File: config.mk
export PLATFORM = sky130hd
export DESIGN_NAME = ball_serve_ctrl
export DESIGN_NICKNAME = d
export VERILOG_FILES = /design/src/rtl/ball_serve_ctrl.sv
export SDC_FILE = /design/constraint.sdc
export NUM_CORES = 1
export LEC_CHECK = 0
export ABC_AREA = 1
export BUFFER_PORTS_ARGS = -buffer_cell sky130_fd_sc_hd__buf_2
export CAP_MARGIN = 20
export CELL_PAD_IN_SITES_DETAIL_PLACEMENT = 1
export CELL_PAD_IN_SITES_GLOBAL_PLACEMENT = 1
export CORE_MARGIN = 3
export CORE_UTILIZATION = 30
export CTS_CLUSTER_DIAMETER = 100
export DETAILED_ROUTE_END_ITERATION = 10
export PLACE_DENSITY = 0.58
export SETUP_SLACK_MARGIN = 0.3
export SYNTH_ARGS = -nofsm -noshare
export SYNTH_HDL_FRONTEND = slang
export SYNTH_SLANG_ARGS = --single-unit
export TNS_END_PERCENT = 10
File: constraint.sdc
create_clock -name clock -period 2.75 [get_ports clock]
set_clock_uncertainty 0.15 [all_clocks]
set_input_delay 0.275 -clock clock [delete_from_list [all_inputs] [get_ports clock]]
set_output_delay 0.275 -clock clock [all_outputs]
set_load 0.02 [all_outputs]
File: src/rtl/ball_serve_ctrl.sv
// Pong ball controller: serve handshake with the direction LFSR, launch delay,
// per-frame motion with wall bounces, paddle reflection and score pulses.
module ball_serve_ctrl #(
  parameter int SCREEN_W    = 160,
  parameter int SCREEN_H    = 120,
  parameter int X0          = 80,
  parameter int Y0          = 60,
  parameter int SERVE_DELAY = 60
) (
  input  logic       clock,
  input  logic       resetn,
  input  logic       serve_req,
  input  logic       frame_tick,
  input  logic       dir_valid,
  input  logic [2:0] dir_code,
  input  logic       hit_left,
  input  logic       hit_right,
  output logic [7:0] ball_x,
  output logic [6:0] ball_y,
  output logic       ball_active,
  output logic       serve_busy,
  output logic       score_left,
  output logic       score_right
);

  localparam int CNT_W = $clog2(SERVE_DELAY + 1);
  localparam logic signed [9:0] X_MAX  = 10'(SCREEN_W - 1);
  localparam logic signed [9:0] Y_MAX  = 10'(SCREEN_H - 1);
  localparam logic signed [9:0] Y_MAX2 = 10'(2 * (SCREEN_H - 1));

  typedef enum logic [2:0] {
    IDLE     = 3'd0,
    WAIT_DIR = 3'd1,
    DELAY    = 3'd2,
    PLAY     = 3'd3,
    SCORED   = 3'd4
  } state_t;

  state_t             state_r;
  logic signed [2:0]  dx_r;
  logic signed [2:0]  dy_r;
  logic [CNT_W-1:0]   cnt_r;

  logic signed [2:0]  dir_dx_s;
  logic signed [2:0]  dir_dy_s;
  logic signed [9:0]  xe_s;
  logic signed [9:0]  ye_s;
  logic signed [9:0]  nx_s;
  logic signed [9:0]  ny_s;
  logic [6:0]         vy_s;
  logic signed [2:0]  vdy_s;
  logic [7:0]         hx_s;
  logic signed [2:0]  hdx_s;
  logic               exit_left_s;
  logic               exit_right_s;

  // Direction decode from the LFSR code
  always_comb begin
    dir_dx_s = dir_code[2] ? 3'sd2 : -3'sd2;
    case (dir_code[1:0])
      2'b00:   dir_dy_s = -3'sd2;
      2'b01:   dir_dy_s = -3'sd1;
      2'b10:   dir_dy_s = 3'sd1;
      2'b11:   dir_dy_s = 3'sd2;
      default: dir_dy_s = 3'sd1;
    endcase
  end

  // Candidate next position: wall reflection, then paddle/edge priority on x
  always_comb begin
    xe_s = signed'({2'b00, ball_x});
    ye_s = signed'({3'b000, ball_y});
    nx_s = xe_s + signed'({{7{dx_r[2]}}, dx_r});
    ny_s = ye_s + signed'({{7{dy_r[2]}}, dy_r});

    if (ny_s < 10'sd0) begin
      vy_s  = 7'(-ny_s);
      vdy_s = -dy_r;
    end else if (ny_s > Y_MAX) begin
      vy_s  = 7'(Y_MAX2 - ny_s);
      vdy_s = -dy_r;
    end else begin
      vy_s  = 7'(ny_s);
      vdy_s = dy_r;
    end

    hx_s         = 8'(nx_s);
    hdx_s        = dx_r;
    exit_left_s  = 1'b0;
    exit_right_s = 1'b0;
    // A paddle only reflects a ball travelling towards it
    if (hit_left && (dx_r < 3'sd0)) begin
      hx_s  = ball_x + 8'd2;
      hdx_s = 3'sd2;
    end else if (hit_right && (dx_r > 3'sd0)) begin
      hx_s  = ball_x - 8'd2;
      hdx_s = -3'sd2;
    end else if (nx_s < 10'sd0) begin
      exit_left_s = 1'b1;
    end else if (nx_s > X_MAX) begin
      exit_right_s = 1'b1;
    end else begin
      hx_s = 8'(nx_s);
    end
  end

  // Serve/play state machine with registered outputs
  always_ff @(posedge clock or negedge resetn) begin
    if (!resetn) begin
      state_r     <= IDLE;
      ball_x      <= 8'(X0);
      ball_y      <= 7'(Y0);
      dx_r        <= 3'sd0;
      dy_r        <= 3'sd0;
      cnt_r       <= CNT_W'(0);
      ball_active <= 1'b0;
      serve_busy  <= 1'b0;
      score_left  <= 1'b0;
      score_right <= 1'b0;
    end else begin
      score_left  <= 1'b0;
      score_right <= 1'b0;
      case (state_r)
        IDLE: begin
          ball_x <= 8'(X0);
          ball_y <= 7'(Y0);
          if (serve_req) begin
            state_r    <= WAIT_DIR;
            serve_busy <= 1'b1;
          end
        end
        WAIT_DIR: begin
          if (dir_valid) begin
            dx_r    <= dir_dx_s;
            dy_r    <= dir_dy_s;
            cnt_r   <= CNT_W'(SERVE_DELAY);
            state_r <= DELAY;
          end
        end
        DELAY: begin
          if (frame_tick) begin
            cnt_r <= cnt_r - CNT_W'(1);
            if (cnt_r == CNT_W'(1)) begin
              state_r     <= PLAY;
              ball_active <= 1'b1;
              serve_busy  <= 1'b0;
            end
          end
        end
        PLAY: begin
          if (frame_tick) begin
            if (exit_left_s) begin
              score_right <= 1'b1;
              ball_active <= 1'b0;
              state_r     <= SCORED;
            end else if (exit_right_s) begin
              score_left  <= 1'b1;
              ball_active <= 1'b0;
              state_r     <= SCORED;
            end else begin
              ball_x <= hx_s;
              dx_r   <= hdx_s;
              ball_y <= vy_s;
              dy_r   <= vdy_s;
            end
          end
        end
        SCORED: begin
          ball_x  <= 8'(X0);
          ball_y  <= 7'(Y0);
          state_r <= IDLE;
        end
        default: begin
          state_r     <= IDLE;
          ball_active <= 1'b0;
          serve_busy  <= 1'b0;
        end
      endcase
    end
  end

endmodule

==> qor.csv <==
stage,metric,value,unit
clocking,root buffer cell,clkbuf_8,
setup_path,cell chain of the critical path,"inv_4, fa_2, inv_2, nand3_2, nand2_2, nand3_2, nand2_2, nand2_4, nand3_4, nor2_4, nor2_4, nand2_4, nor2_8, buf_6, nand2_2, o21ai_2",
setup_path,CP Class,reg -> reg,
clocking,TritonCTS clock tree,built,
global_routing,vias in the first global route,3272,
yosys,Post-synth EDFFs,0,
yosys,Synth area leader,dfrtp_1,
setup_path,CP Launch Type,register,
die,# rows,36,
setup_path,slowest cell delay on critical path,560,ps
setup_path,Critical Path Start,dx_r[2]$_DFFE_PN0P_,
clocking,CTS Buffer Depth,2,
timing,slew margin rel.,0.483,
setup_path,reg2reg setup slack,150,ps
timing,Final Setup Violations,0,
yosys,top_reg_cell synth,dfrtp_1,
run,max-cap viol count,0,
timing,max-slew violation count,0,
setup_path,reg2reg start,dx_r[2]$_DFFE_PN0P_,
clocking,clk slew on worst S/H paths,70,ps
yosys,Synth Area in Adders,0.121,
clocking,CTS buffer count,5,
routing,vias,3110,
die,die area,0.0113,sq mm
yosys,leading post-synthesis cells by cell area,"dfrtp_1, nand2_1, ha_1, nand3_1, inv_1",
finish,n_diodes,0,
yosys,Synth Cell Area,0.00303,sq mm
setup_path,worst reg2reg path endpoint,ball_x[2]$_DFFE_PN0P_,
setup_path,Crit. End Element,register,
yosys,Post-synth ARST share,1.00,
global_routing,first-pass GRT wire length,16.3,mm
finish,fraction of layout cells with a size suffix above 1,0.308,
die,Core Box Area,0.00977,sq mm
setup_path,data required time at the worst endpoint,2810,ps
status,status,completed,
die,die width,106,um
timing,Slew @ Worst Pin,775,ps
yosys,register area share after synthesis,0.267,
setup_path,Critical Path End,ball_x[2]$_DFFE_PN0P_,
setup_path,"Max FO, Critical Path",7,
global_routing,initial antenna violation count,0,
yosys,syn avg cell area,6.83,sq um
yosys,simple-gate portion of the synthesized area,0.374,
timing,fin crit share,0.947,
clocking,Sink Count,32,
yosys,main combinational cell family by area after synthesis,simple AND/OR/NAND/NOR gates,
yosys,Post-Synthesis Cells,443,
finish,fin nets,544,
global_routing,total track usage,0.177,
finish,area delta synth->final,30.6,%
placed_design,HPWL after DPL,7.33,mm
yosys,"Distinct cells, synth",43,
yosys,mux contribution to synthesized area,0,
setup_path,critical path's slowest cell,dfrtp_2,
routing,"antenna viol nets, final",0,
global_routing,gr ovfl total,0,
die,Starting Density,0.310,
timing,Hold Fails Final Rpt,0,
finish,"most common cell after layout, fill and taps aside",nand2_1,
timing,RSZ-0062 raised after global routing,true,
placed_design,gpl congestion,0.825,
placed_design,input/output buffers,27,
routing,mean routed wirelength per cell,15.1,um
routing,starting DRC count in detailed routing,84,
die,IO Count,29,
global_routing,largest net degree at the start of global routing,33,
timing,setup TNS,0,ps
yosys,Yosys reg bits,32,
timing,post-layout min period,2600,ps
setup_path,"Top cell by count, worst path",nand2_2,
yosys,Yosys warnings,0,
yosys,Yosys top cell area share,0.215,
clocking,Clock Latency Late Sink,280,ps
finish,most frequent cells in the layout,"nand2_1, inv_1, nand3_1",
yosys,syn_nets,481,
routing,Detailed Routing Iterations Pass 1,4,
clocking,H-tree level count,2,
routing,Routed WL,9.67,mm
die,Die Y,106,um
setup_path,crit path DAT,2660,ps
yosys,post-synthesis compound-gate area fraction,0.116,
setup_path,R2R depth,16,
routing,DRC,0,
routing,DR vias/cell,4.86,
min_path,Min-Delay Path Class,in -> reg,
yosys,XOR/XNOR Fraction of Synth Area,0.0174,
timing,FMAX,0.384,GHz
how the worst min path moves through the flow:
stage | startpoint | slack (ps) | depth (start not counted) | to
after floorplan | resetn | -170 | 0 | ball_active$_DFFE_PN0P_
after global placement | resetn | 260 | 1 | dx_r[2]$_DFFE_PN0P_
after detailed placement | resetn | 270 | 1 | dx_r[2]$_DFFE_PN0P_
after CTS | frame_tick | 140 | 3 | score_left$_DFF_PN0_
after global routing | serve_req | 160 | 3 | serve_busy$_DFFE_PN0P_
final | serve_req | 150 | 3 | serve_busy$_DFFE_PN0P_
critical path, delay by kind of cell (launching register included):
| kind | cells | cell delay (ps) |
|---|---|---|
| compound gates | 1 | 60 |
| fa+ha+maj | 1 | 390 |
| buf+inv | 3 | 320 |
| flops | 1 | 560 |
| simple gates | 11 | 1040 |
layer usage:
metal,wire [um],GRT usage,part of all wire,vias up
li1,-,-,-,1567
met1,4790,0.247,0.50,1507
met2,4590,0.298,0.47,31
met3,222,0.0213,0.023,5
met4,69,0.0311,0.0071,0
met5,0,0,0,-
cell families after synthesis:
group	Yosys count
buffers and inverters	76
AO/OA/AOI/OAI	61
AND/OR/NAND/NOR	239
adder cells (fa/ha/maj)	28
other	1
flip-flops	32
XOR/XNOR	6
final cells by class:
cell class / count / area [sq um]
Tap cell: 133 / 166
Sequential cell: 32 / 815
Clock buffer: 6 / 72.6
Timing Repair inverter: 1 / 6.26
Clock inverter: 2 / 35.0
Fill cell: 1254 / 5820
Timing Repair Buffer: 59 / 402
Inverter: 72 / 280
Multi-Input combinational cell: 335 / 2180
cells in the mapped netlist (3+ instances only):
cell      number
nand2_1      116
inv_1         64
nand3_1       50
dfrtp_1       26
ha_1          26
o21ai_0       26
nor2_1        24
a21oi_1       16
nand2_2       11
nand4_1        8
nor3_1         8
inv_2          7
dfstp_2        6
nand3_2        5
nand3b_1       5
xor2_1         5
o21ai_1        4
nor2_4         3
o21ai_2        3
registers in the layout (all words and copies together), names as in the netlist:
register,count
ball_x,7
ball_y,7
cnt_r,6
dy_r,3
state_r,3
dx_r,2
ball_active,1
score_left,1
score_right,1
serve_busy,1
through the flow:
stage                     cell area [sq um]  instances   util  setup WS, ps  hold slack (ps)
after CTS                              3780        635  0.387           242              140
after global placement                 3410        610  0.349           149              258
after global routing                   3950        640  0.405          24.5              165
final                                  3950        640  0.405           146              146
after floorplan                        3070        443      -           290             -171
after detailed placement               3410        610  0.349          74.0              272
what timing repair did:
item | 4_1_cts | 5_1_grt
hold endpoints to repair | 26 | 0
endpoints found under the setup margin | 20 | 21
gates resized for setup | 30 | 27
hold buffers | 1 | 0
cloned | 2 | 0
buffers inserted | 14 | 5
pin swaps | 16 | 9
Power is not shown: default switching activity piles up to over one toggle a cycle in this logic, so the estimate is an artifact.
